**config.mk**
```make
export PLATFORM = sky130hd
export DESIGN_NAME = regfile_write_buffer
export DESIGN_NICKNAME = d
export VERILOG_FILES = /design/src/rtl/regfile_write_buffer.sv
export SDC_FILE = /design/constraint.sdc
export NUM_CORES = 1
export LEC_CHECK = 0
export CELL_PAD_IN_SITES_DETAIL_PLACEMENT = 1
export CELL_PAD_IN_SITES_GLOBAL_PLACEMENT = 2
export CORE_MARGIN = 4
export CORE_UTILIZATION = 35
export DETAILED_ROUTE_END_ITERATION = 6
export PLACE_DENSITY = 0.83
export REMOVE_ABC_BUFFERS = 1
export SYNTH_ARGS = -nofsm -noshare
export SYNTH_HDL_FRONTEND = slang
export SYNTH_SLANG_ARGS = --single-unit
```
**constraint.sdc**
```tcl
create_clock -name Clk -period 4.7 [get_ports Clk]
set_input_delay 0.94 -clock Clk [delete_from_list [all_inputs] [get_ports Clk]]
set_output_delay 0.94 -clock Clk [all_outputs]
set_load 0.05 [all_outputs]
```
**src/rtl/regfile_write_buffer.sv**
```systemverilog
// Write-back FIFO in front of the 32x32 register file. It drains one entry per cycle
// and gives two operand ports a bypass view of writes still queued.
module regfile_write_buffer #(
  parameter int unsigned DEPTH = 4,
  parameter int unsigned PTR_W = 2
) (
  input  logic             Clk,
  input  logic             Reset,
  input  logic             InValid,
  output logic             InReady,
  input  logic [4:0]       InAddr,
  input  logic [31:0]      InData,
  input  logic             DrainEnable,
  output logic [4:0]       WriteRegister,
  output logic [31:0]      WriteData,
  output logic             RegWrite,
  input  logic [4:0]       LookupAddr1,
  input  logic [4:0]       LookupAddr2,
  output logic             Hit1,
  output logic             Hit2,
  output logic [31:0]      HitData1,
  output logic [31:0]      HitData2,
  output logic [PTR_W:0]   Count,
  output logic             Empty,
  output logic             Full
);

  localparam int unsigned ADDR_W = 5;
  localparam int unsigned DATA_W = 32;
  localparam logic [PTR_W:0] FULL_COUNT = (PTR_W + 1)'(DEPTH);

  logic [ADDR_W-1:0] addr_q [DEPTH];
  logic [DATA_W-1:0] data_q [DEPTH];
  logic [DEPTH-1:0]  valid_q;
  logic [PTR_W-1:0]  wr_ptr;
  logic [PTR_W-1:0]  rd_ptr;
  logic              accept;
  logic              push;
  logic              pop;

  // Handshake status depends only on registered occupancy.
  assign Empty   = (Count == '0);
  assign Full    = (Count == FULL_COUNT);
  assign InReady = !Full;
  assign accept  = InValid && InReady;
  // Writes to r0 complete the handshake but are dropped.
  assign push    = accept && (InAddr != '0);
  assign pop     = RegWrite;

  // Head entry drives the regfile write port.
  always_comb begin
    RegWrite      = !Empty && DrainEnable;
    WriteRegister = '0;
    WriteData     = '0;
    if (!Empty) begin
      WriteRegister = addr_q[rd_ptr];
      WriteData     = data_q[rd_ptr];
    end
  end

  // Pointer, occupancy and valid-bit state.
  always_ff @(posedge Clk or posedge Reset) begin
    if (Reset) begin
      wr_ptr  <= '0;
      rd_ptr  <= '0;
      Count   <= '0;
      valid_q <= '0;
    end else begin
      if (push) begin
        valid_q[wr_ptr] <= 1'b1;
        wr_ptr          <= wr_ptr + 1'b1;
      end
      if (pop) begin
        valid_q[rd_ptr] <= 1'b0;
        rd_ptr          <= rd_ptr + 1'b1;
      end
      case ({push, pop})
        2'b10:   Count <= Count + 1'b1;
        2'b01:   Count <= Count - 1'b1;
        default: Count <= Count;
      endcase
    end
  end

  // Payload storage is left uninitialised on reset; valid bits gate its use.
  always_ff @(posedge Clk) begin
    if (push) begin
      addr_q[wr_ptr] <= InAddr;
      data_q[wr_ptr] <= InData;
    end
  end

  // Scan oldest to youngest so the youngest match overrides older ones.
  always_comb begin
    logic [PTR_W-1:0] idx;
    idx      = '0;
    Hit1     = 1'b0;
    Hit2     = 1'b0;
    HitData1 = '0;
    HitData2 = '0;
    for (int unsigned i = 0; i < DEPTH; i++) begin
      idx = rd_ptr + PTR_W'(i);
      if (valid_q[idx] && (LookupAddr1 != '0) && (addr_q[idx] == LookupAddr1)) begin
        Hit1     = 1'b1;
        HitData1 = data_q[idx];
      end
      if (valid_q[idx] && (LookupAddr2 != '0) && (addr_q[idx] == LookupAddr2)) begin
        Hit2     = 1'b1;
        HitData2 = data_q[idx];
      end
    end
  end

endmodule
```
Word-level counts from Yosys, hierarchy flattened
Memories as Yosys holds them, arrays and structs flattened.
Cells that the tools add are included.
- add/subtract/negate cells: 6
- order comparisons: 7
- equality and inequality tests: 11
- mux-type cells: 35
- bitwise logic cells: 3
- reduce and logical (&&, ||, !) cells: 28
- operators with widths (kind ; count):
    two-way mux 32 bit ; 9
    == test 5 bit ; 8
    logical AND 1 bit ; 21
    two-way mux 1 bit ; 16
    less-than comparator 2 x 3 -> 1 bit, second input constant ; 5
    nonzero test 5 bit ; 3
    binary-select mux 1 bit (select 2 bit) ; 4
    two-way mux 4 bit ; 2
    case mux 3 bit (2 select lines) ; 1
    two-way mux 5 bit ; 1
    adder 2 x 1 -> 2 bit, second input constant ; 2
    adder 2 bit, second input constant ; 2
    AND 4 bit ; 1
    demux 1 bit (select 2 bit) ; 2
    >= comparator 2 x 1 -> 1 bit, second input constant ; 2
    NOT 4 bit ; 1
    OR 4 bit ; 1
    adder 3 x 1 -> 3 bit, second input constant ; 1
    == test 3 bit, second input constant ; 1
    zero test 3 bit ; 1
    subtractor 3 x 1 -> 3 bit, second input constant ; 1
    == test 2 x 1 -> 1 bit, second input constant ; 1
    == test 2 bit, second input constant ; 1
    zero test 1 bit ; 2
    nonzero test 2 bit ; 1
- flip-flop bits (word level): 11
- bits in writable memories: 148
- output and inout port bits: 110
- memories kept: 2
- memories (memory ; words ; bits a word ; read ports ; clocked after memory_dff ; write ports ; RTL line ; text):
    data_q ; 4 ; 32 ; 4 ; 0 ; 1 ; 33 ; logic [DATA_W-1:0] data_q [DEPTH];
    addr_q ; 4 ; 5 ; 4 ; 0 ; 1 ; 32 ; logic [ADDR_W-1:0] addr_q [DEPTH];

Depth between registers and ports, before layout
Gate-level depths: netlist of the first run.
- depth in word-level cells: 8
- depth in mapped cells: 15

Least setup slack after synthesis of the first run
No wires, ideal clock.
- path kind: register to output
- from: reg rd_ptr[1]
- to: out HitData2[30]
- arrival: 4699 ps
- required time: 3760 ps
- setup slack: -939 ps
- stages on the path, launching flop included: 15
- path buffers: 6
- path through: dfrtp_1 buf_2 buf_1 clkbuf_1 inv_1 ha_1 buf_2 buf_6 mux4_2 a211o_1 a21oi_1 and2_1 buf_2 a221oi_1 o31ai_1
- longest elaborated chain between the ends: 8
- elaborated cells between the ends (all ways): 29
- classes of those cells: add/sub: 3; eq/ne: 4; mux: 12; reduce/logical: 8; memory: 2
- RTL lines (what ; RTL line ; text):
    start: declaration ; 36 ; logic [PTR_W-1:0] rd_ptr;
    start signal: assignment ; 75 ; rd_ptr <= rd_ptr + 1'b1;
    parallel branches: the longest is 7 deep, another holds memory read (4 x 5 bit) ; - ;
    two-way mux 32 bit * ; 107 ; if (valid_q[idx] && (LookupAddr2 != '0) && (addr_q[idx] == LookupAddr2)) begin
    end: declaration ; 22 ; output logic [31:0] HitData2,
Mark *: on every way between the ends. The select of a mux whose other input is x is not followed.

Worst setup path after layout of the first run
- from: reg rd_ptr[0]
- to: out HitData1[3]
- longest elaborated chain between the ends: 8
- elaborated cells between the ends (all ways): 29
- classes of those cells: add/sub: 3; eq/ne: 4; mux: 12; reduce/logical: 8; memory: 2
- RTL lines (what ; RTL line ; text):
    parallel branches: the longest is 7 deep, another holds memory read (4 x 5 bit) ; - ;
    two-way mux 32 bit * ; 103 ; if (valid_q[idx] && (LookupAddr1 != '0) && (addr_q[idx] == LookupAddr1)) begin
    end: declaration ; 21 ; output logic [31:0] HitData1,
Marks and branches as above.

==> results of run 1 <==
## through the flow
stage                     area (um^2)  instances  setup WS (ps)   util
final                           16200       1520          -85.7  0.494
after global routing            16200       1519           -187  0.493
after CTS                       15500       1503          -28.9  0.474
after detailed placement        14700       1458            189  0.447
after global placement          14700       1458            179  0.447
after floorplan                 11200        795          -9560      -
## worst paths after layout
check / from / endpoint / slack (ps) / cells past startpoint
min reg2reg: Count[2] / Count[2] / 550 / 1
min in group asynchronous: Reset / wr_ptr[0] / 820 / 2
max in group asynchronous: Reset / rd_ptr[1] / 3510 / 2
max: rd_ptr[0] / HitData1[3] / -90 / 11
min: Count[2] / Count[2] / 550 / 1
max reg2reg: Count[0] / data_q[0][27] / 2110 / 5
## layer usage
layer / GRT usage / vias up / part of all wire
li1: - / 3977 / -
met1: 0.262 / 4788 / 0.41
met2: 0.352 / 375 / 0.50
met3: 0.0499 / 48 / 0.068
met4: 0.0613 / 4 / 0.018
met5: 0 / - / 0.00054
## cell usage in the layout, fill, tap and decap left out, drive strengths merged, types with 4 or more instances in the layout
master         netlist  layout
and3                30      30
ha                   9       9
nand2               39      39
clkdlybuf4s50        0      94
mux4               151     151
o31ai               31      31
xor2                 8       8
and2                 9       9
nand3                5       5
nor3                 4       4
edfxtp             148     148
nor4b                4       4
nor2                70      71
clkbuf              46      25
inv                 12      19
dfrtp               11      11
a21oi               59      59
buf                 53     146
xnor2               35      35
a21boi              29      29
o211ai              29      29
nor2b               37      37
o21ai                9       9
a2bb2oi              4       4
a221oi              34      34
clkinv               0       4
nand4                7       7
## cells by family (layout without fill, tap and decap cells)
family,Yosys count,in the layout,share of synthesized area
compound gates,202,202,0.120
xor+xnor,43,43,0.0321
fa+ha+maj,10,10,0.0113
buf+inv,111,292,0.0465
flops,159,159,0.403
mux,155,155,0.294
other cells,0,2,0
simple gates,214,215,0.0935
## flip-flops by register name, indices dropped and copies added (netlist names)
signal / count
addr_q: 20
Count: 3
rd_ptr: 2
data_q: 128
wr_ptr: 2
valid_q: 4
## repair_timing
item / 4_1_cts / 5_1_grt
pin swaps: 20 / 47
gates resized for setup: 30 / 76
buffers inserted: 10 / 13
gates cloned: 3 / 2
setup endpoints to repair: 56 / 64
## power breakdown
| group | switching, uW | total (uW) | leakage [uW] | internal (uW) |
|---|---|---|---|---|
| sequential | 234 | 2130 | 0.00148 | 1900 |
| clock | 617 | 1370 | 0.000282 | 750 |
| combinational | 5380 | 9620 | 0.00367 | 4240 |
| total | 6230 | 13100 | 0.00544 | 6880 |
## final cells by class
class | instances | share of cell area
multi-input combinational | 625 | 0.437
sequential | 159 | 0.292
timing repair buffer | 248 | 0.198
tap | 442 | 0.0342
clock buffer | 18 | 0.0265
clock inverter | 14 | 0.00905
inverter | 12 | 0.00302
antenna | 2 | 0.000309
==> results, run 1 <==
- The path class of the tightest hold or removal check is reg2reg.
- The largest fanout of any net on the critical path is 13.
- During placement, the flow inserted port buffers numbering 160.
- The delay of the slowest cell on the worst path is 580 ps.
- The CTS sink count is 159.
- After synthesis, the mean cell area works out to 13.1 um^2.
- Power spread over the standard cell area amounts to 810 nW/um^2.
- The floorplan step defined a die boundary enclosing 36500 um^2.
- The TritonCTS clock tree is done.
- The count of unique library cells instantiated by Yosys is 45.
- The number of buffers created by CTS is 17.
- The classification of the worst setup path is reg2out.
- The detail route stage leaves a number of antenna-violating nets equal to 0.
- Counting every instance in the synthesized netlist gives 894.
- The first global-routing pass estimated 57400 um of wire.
- Setup slack on the critical path of the routed design comes to -85.7 ps.
- The total overflow reported by the global router is 0.
- The detailed-router iteration count before antenna repair is 5.
- At the end of routability-driven placement, the weighted congestion stood at 0.894.
- The number of violations reported at the end of detailed-routing iteration 0 is 724.
- The clock arrives with 13.5 ps of skew.
- In the synthesized netlist, the cells that appear most often are 151 x mux4_2, 148 x edfxtp_1, 70 x nor2_1.
- The share of synthesized area in the top cell type comes to 0.379.
- After filler insertion, the fill cell instance count of the layout stands at 3226.
- From synthesis to final layout, the design area changed by 38.1%.
- CTS built an H-tree with a depth of 4.
- The final count of negative-setup-slack endpoints is 5.
- STA classifies the critical path startpoint as a flop.
- Traced cell by cell, the critical path runs through clkinvlp_4 -> ha_4 -> buf_6 -> mux4_2 -> xnor2_1 -> o211a_2 -> o2bb2ai_4 -> buf_4 -> o211ai_1 -> a21oi_2 -> buf_12.
- The number of global-route vias before repair was 9477.
- The multi-input combinational cells in the finished layout cover a total of 7060 um^2.
- The predominant post-synthesis flop cell is edfxtp_1.
- The worst-case headroom to the max-slew limit is 0.266.
- The final routed DRC violation total is 0.
- For the pin with the worst max-slew slack, the measured transition is 1100 ps.
- The flow ran to the end, but the final reports show violations.
- The initial utilization of the core area, before any placement, comes to 0.357.
- The register cell area after layout is 4730 um^2.
- Detailed placement ended at an HPWL of 25100 um.
- The core region is 32800 um^2.
- Ranked by total cell area, the synthesized netlist is headed by edfxtp_1 38%, mux4_2 29%, xnor2_1 2.6%, a221oi_1 2.5%, a21oi_1 2.5%.
- The required time at the worst-slack endpoint is 3760 ps.
- Setup repair after global routing could not meet its margin everywhere.
- Of all flip-flops after synthesis, the portion carrying an async set or reset was 0.0692.
- The final reports fail on setup timing.
- The number of buffer and inverter instances along the worst setup path is 4.
- The final count of pins violating max slew is 0.
- After clock tree synthesis, the clock-pin slew on the worst setup and hold paths is 70 ps.
- For this design, the CTS-stage hold fixing added 0 buffers.
- The worst hold slack is 553 ps.
- STA classifies the critical path endpoint as an output pin.
- The overall track demand over capacity in global routing is 0.206.
- The maximum number of buffers from clock root to sink is 2.
- The cell family contributing the most delay on the critical path is compound AO/OA/AOI/OAI gates.
- The tree is rooted in a clkbuf_16.
- The design draws 13100 uW.
- The pin count of the biggest net entering global routing is 60.
- The most frequent cell after synthesis is mux4_2.
- Row generation in the floorplan step produced 66 rows.
- The synthesized netlist occupies a cell area of 11700 um^2.
- The time the final worst path needs with I/O delays and setup is 4790 ps.
- The library cell with the largest summed area after synthesis is edfxtp_1.
- VDD sags by at most 0.455 mV.
- The number of flops mapped to enable cells by yosys is 148.
- The total routed wirelength is 39100 um.
- The analysis attributes to cell leakage a power of 0.00544 uW.
- The sequential cell area fraction in the yosys report is 0.403.
- The detailed router placed 9192 vias in this run.
- Clock latency on the worst-skew pair, taken at its later pin, is 430 ps.
- After detailed routing, the average wire length per cell comes to 25.7 um.
- The average via count per standard cell is 6.05.
- The die width is 191 um.
- Adding up every negative setup slack in the final design gives -243 ps.
- The height of the chip is 191 um.
- The data arrival at the endpoint of the critical path is 3850 ps.
- The highest attainable clock frequency is 209 MHz.
- The number of flip-flops and latches in the synthesized netlist is 159.
- On the critical path, the stage with the largest delay is an instance of mux4_2.
- The count of endpoints failing hold in the final timing report is 0.
- The number of antenna violations at the first check in global routing was 4.
- The net count of the finished layout is 1124.
- The number of I/O pins is 161.
- Of the available clock period, the critical path in the final layout requires 1.02.
- For this run, the number of Yosys warnings is 0.
- The layout cell share with drive strength beyond 1 is 0.397.
- The number of max-cap violations is 0.
(Power assumes the default switching activity.)
==> run 2, diff against run 1 <==
PLACE_DENSITY = not set   (was 0.83)
PLACE_DENSITY_LB_ADDON = 0.1   (was not set)
==> run 2 against run 1 <==
Clock power barely moved. Critical path depth rose by 4. Combinational power rose by 1%. Largest power group unchanged. Count of clock-buffer cells in the layout rose by 4. Sequential share of layout area fell by 0.45 points. Sequential power barely moved. Clock skew fell by 3.0 ps. Utilization rose by 0.77 points. The flow still finishes with violations (setup timing). Register-to-register slack got worse by 70 ps. Hold slack got worse by 10 ps.
==> results, run 2 (synthesis gave the netlist of run 1 again) <==
- Ranked by flip-flop count, first place goes to data_q.
- The worst-case setup margin in the final layout is -6.23 ps.
- At the later pin of the worst-skew pair, clock insertion delay measures 430 ps.
- The data arrival at the endpoint of the critical path is 3770 ps.
- Dividing the detail-routed wire length by the instance count gives 27.5 um.
- Derived from the worst setup path, the maximum achievable clock frequency is 212 MHz.
- The clock transition at the registers of the reported paths is 70 ps.
- The final HPWL from detailed placement is 25700 um.
- The number of global-route vias before repair is 9812.
- The number of buffers created by CTS is 17.
- The height of the chip is 191 um.
- The kind of end point of the critical path is an output pin.
- Between clock sinks in the finished design, the worst skew comes to 10.5 ps.
- The total routed wirelength is 42100 um.
- The wire length of the first global-routing pass is 61300 um.
- The average via count per standard cell is 6.05.
- The path category of the worst min-delay check is reg2reg.
- The floorplan step defined a core boundary enclosing 32800 um^2.
- The hold buffer count at CTS is 0.
- Dividing the final minimum period by the clock period gives 1.00.
- The number of violations reported at the end of detailed-routing iteration 0 is 560.
- In this run the worst path has a maximum fanout of 8.
- The number of I/O port buffers is 160.
- For this run, the total global-route usage over all layers was measured as 0.222.
- For this configuration, the core starts out at a cell density of 0.357.
- The clock tree root driver cell is clkbuf_16.
- The pin count of the biggest net entering global routing is 119.
- The largest registers in the layout are data_q x128, addr_q x20, valid_q x4.
- The remaining number of nets flagged by the antenna check after routing is 0.
- The total overflow reported by the global router is 0.
- The classification of the worst setup path is reg2out.
- The number of max-cap violations is 0.
- The finished cells cover 16400 um^2.
- The run finished, with violations left.
- The leakage power total is 0.00558 uW.
- TritonCTS built the clock tree.
- Setup violations remaining at the end of the flow were counted as 3.
- In the routed design, unresolved DRC markers number 0.
- In the layout the commonest cells are 151 x mux4_2, 148 x edfxtp_1, 94 x clkdlybuf4s50_1.
- The ratio of total power to cell area is 808 nW/um^2.
- The die width is 191 um.
- The layout overhead on the synthesized area is 40.2%.
- Of the cells placed in the final design, the portion with a size suffix greater than 1 is 0.410.
- The checks that failed: setup timing.
- Data on the critical path is required at its endpoint by 3760 ps.
- The flip-flop count of the largest register after layout is 128.
- The number of I/O pins is 161.
- The number of antenna violations at the first check in global routing is 2.
- The detailed-router iteration count before antenna repair is 4.
- Setup repair after global routing could not meet its margin everywhere.
- After the last flow step, the layout net total stands at 1133.
- The floorplan step defined a die boundary enclosing 36500 um^2.
- The count of vias placed by the detailed router is 9242.
- The transition time at the pin with the least slew margin is 1010 ps.
- The clock passes through at most 2 buffers.
- The time the final worst path needs with I/O delays and setup is 4710 ps.
- The type of element launching the critical path is a flop.
- The library cell used most frequently in the layout, excluding fill and tap cells, is mux4_2.
- The cell area after placement is 14700 um^2.
- Measured against its own limit, the worst slew margin works out to 0.329.
- In this run the number of H-tree levels came out at 4.
- At the placement stage, the worst setup path has a slack of 1.29 ps.
- The count of endpoints failing hold in the final timing report is 0.
- The final count of pins violating max slew came to 0.
- The placer congestion estimate is 0.777.
- IR analysis of the VDD net gives a maximum drop of 0.507 mV.
- The floorplan has 66 rows.
- The CTS sink count is 159.
## run 2: changes by cell type in the layout (fill, tap and decap cells not counted), moves of 4 or more
cell	delta
nor2_1	-5
a221oi_1	-6
buf_12	+11
nor2_2	+5
buf_4	-5
a221oi_2	+10
a221oi_4	-4
## run 2: worst paths after layout
check | slack [ps] | to | start | cells after the start
min in group asynchronous | 810 | Count[0] | Reset | 2
hold / removal | 540 | Count[2] | Count[2] | 1
setup reg to reg | 2040 | data_q[0][17] | Count[0] | 5
hold reg to reg | 540 | Count[2] | Count[2] | 1
setup / recovery | -6 | HitData2[29] | rd_ptr[0] | 15
max in group asynchronous | 3540 | rd_ptr[1] | Reset | 2
## run 2: metrics by stage
| step | power, uW | util | hold slack (ps) | TNS [ps] | cells |
|---|---|---|---|---|---|
| floorplan | 8150 | - | 549 | -694320 | 795 |
| global placement | 11100 | 0.448 | 530 | 0 | 1456 |
| detailed placement | 11100 | 0.448 | 529 | 0 | 1456 |
| CTS | 12700 | 0.472 | 545 | -86.3 | 1500 |
| global route | 14000 | 0.501 | 581 | -3300 | 1528 |
| finish | 13300 | 0.501 | 543 | -13.0 | 1528 |
## run 2: area by class of cell
| type | count | area (um^2) |
|---|---|---|
| fill | 3223 | 16400 |
| inverter | 12 | 48.8 |
| sequential | 159 | 4730 |
| multi-input combinational | 624 | 7070 |
| timing repair buffer | 258 | 3440 |
| tap | 442 | 553 |
| clock buffer | 22 | 497 |
| antenna | 1 | 2.50 |
| clock inverter | 10 | 97.6 |
## run 2: power by group
| group | total (uW) | internal [uW] | switching (uW) |
|---|---|---|---|
| Clock | 1400 | 813 | 584 |
| Sequential | 2130 | 1890 | 234 |
| Combinational | 9760 | 4340 | 5420 |
| Total | 13300 | 7050 | 6230 |
## run 2: critical path: stages (launching register included)
cell	delay, ps
dfrtp_4	440
clkinvlp_4	110
ha_4	290
buf_12	120
buf_12	100
mux4_2	540
a211o_1	300
a21oi_4	230
buf_6	140
a211oi_4	60
buf_4	180
clkbuf_16	190
a221oi_4	250
o31ai_2	90
buf_4	150
buf_12	140
## run 2: what timing repair did
item	CTS	global route
cloned	2	6
endpoints found under the setup margin	65	65
pin swaps	8	32
resized for setup	18	112
setup buffers	10	22
## run 2: layer usage
metal	track usage	part of all wire
met3	0.0325	0.048
met5	0	0.00031
met2	0.375	0.51
met4	0.0577	0.015
met1	0.303	0.43
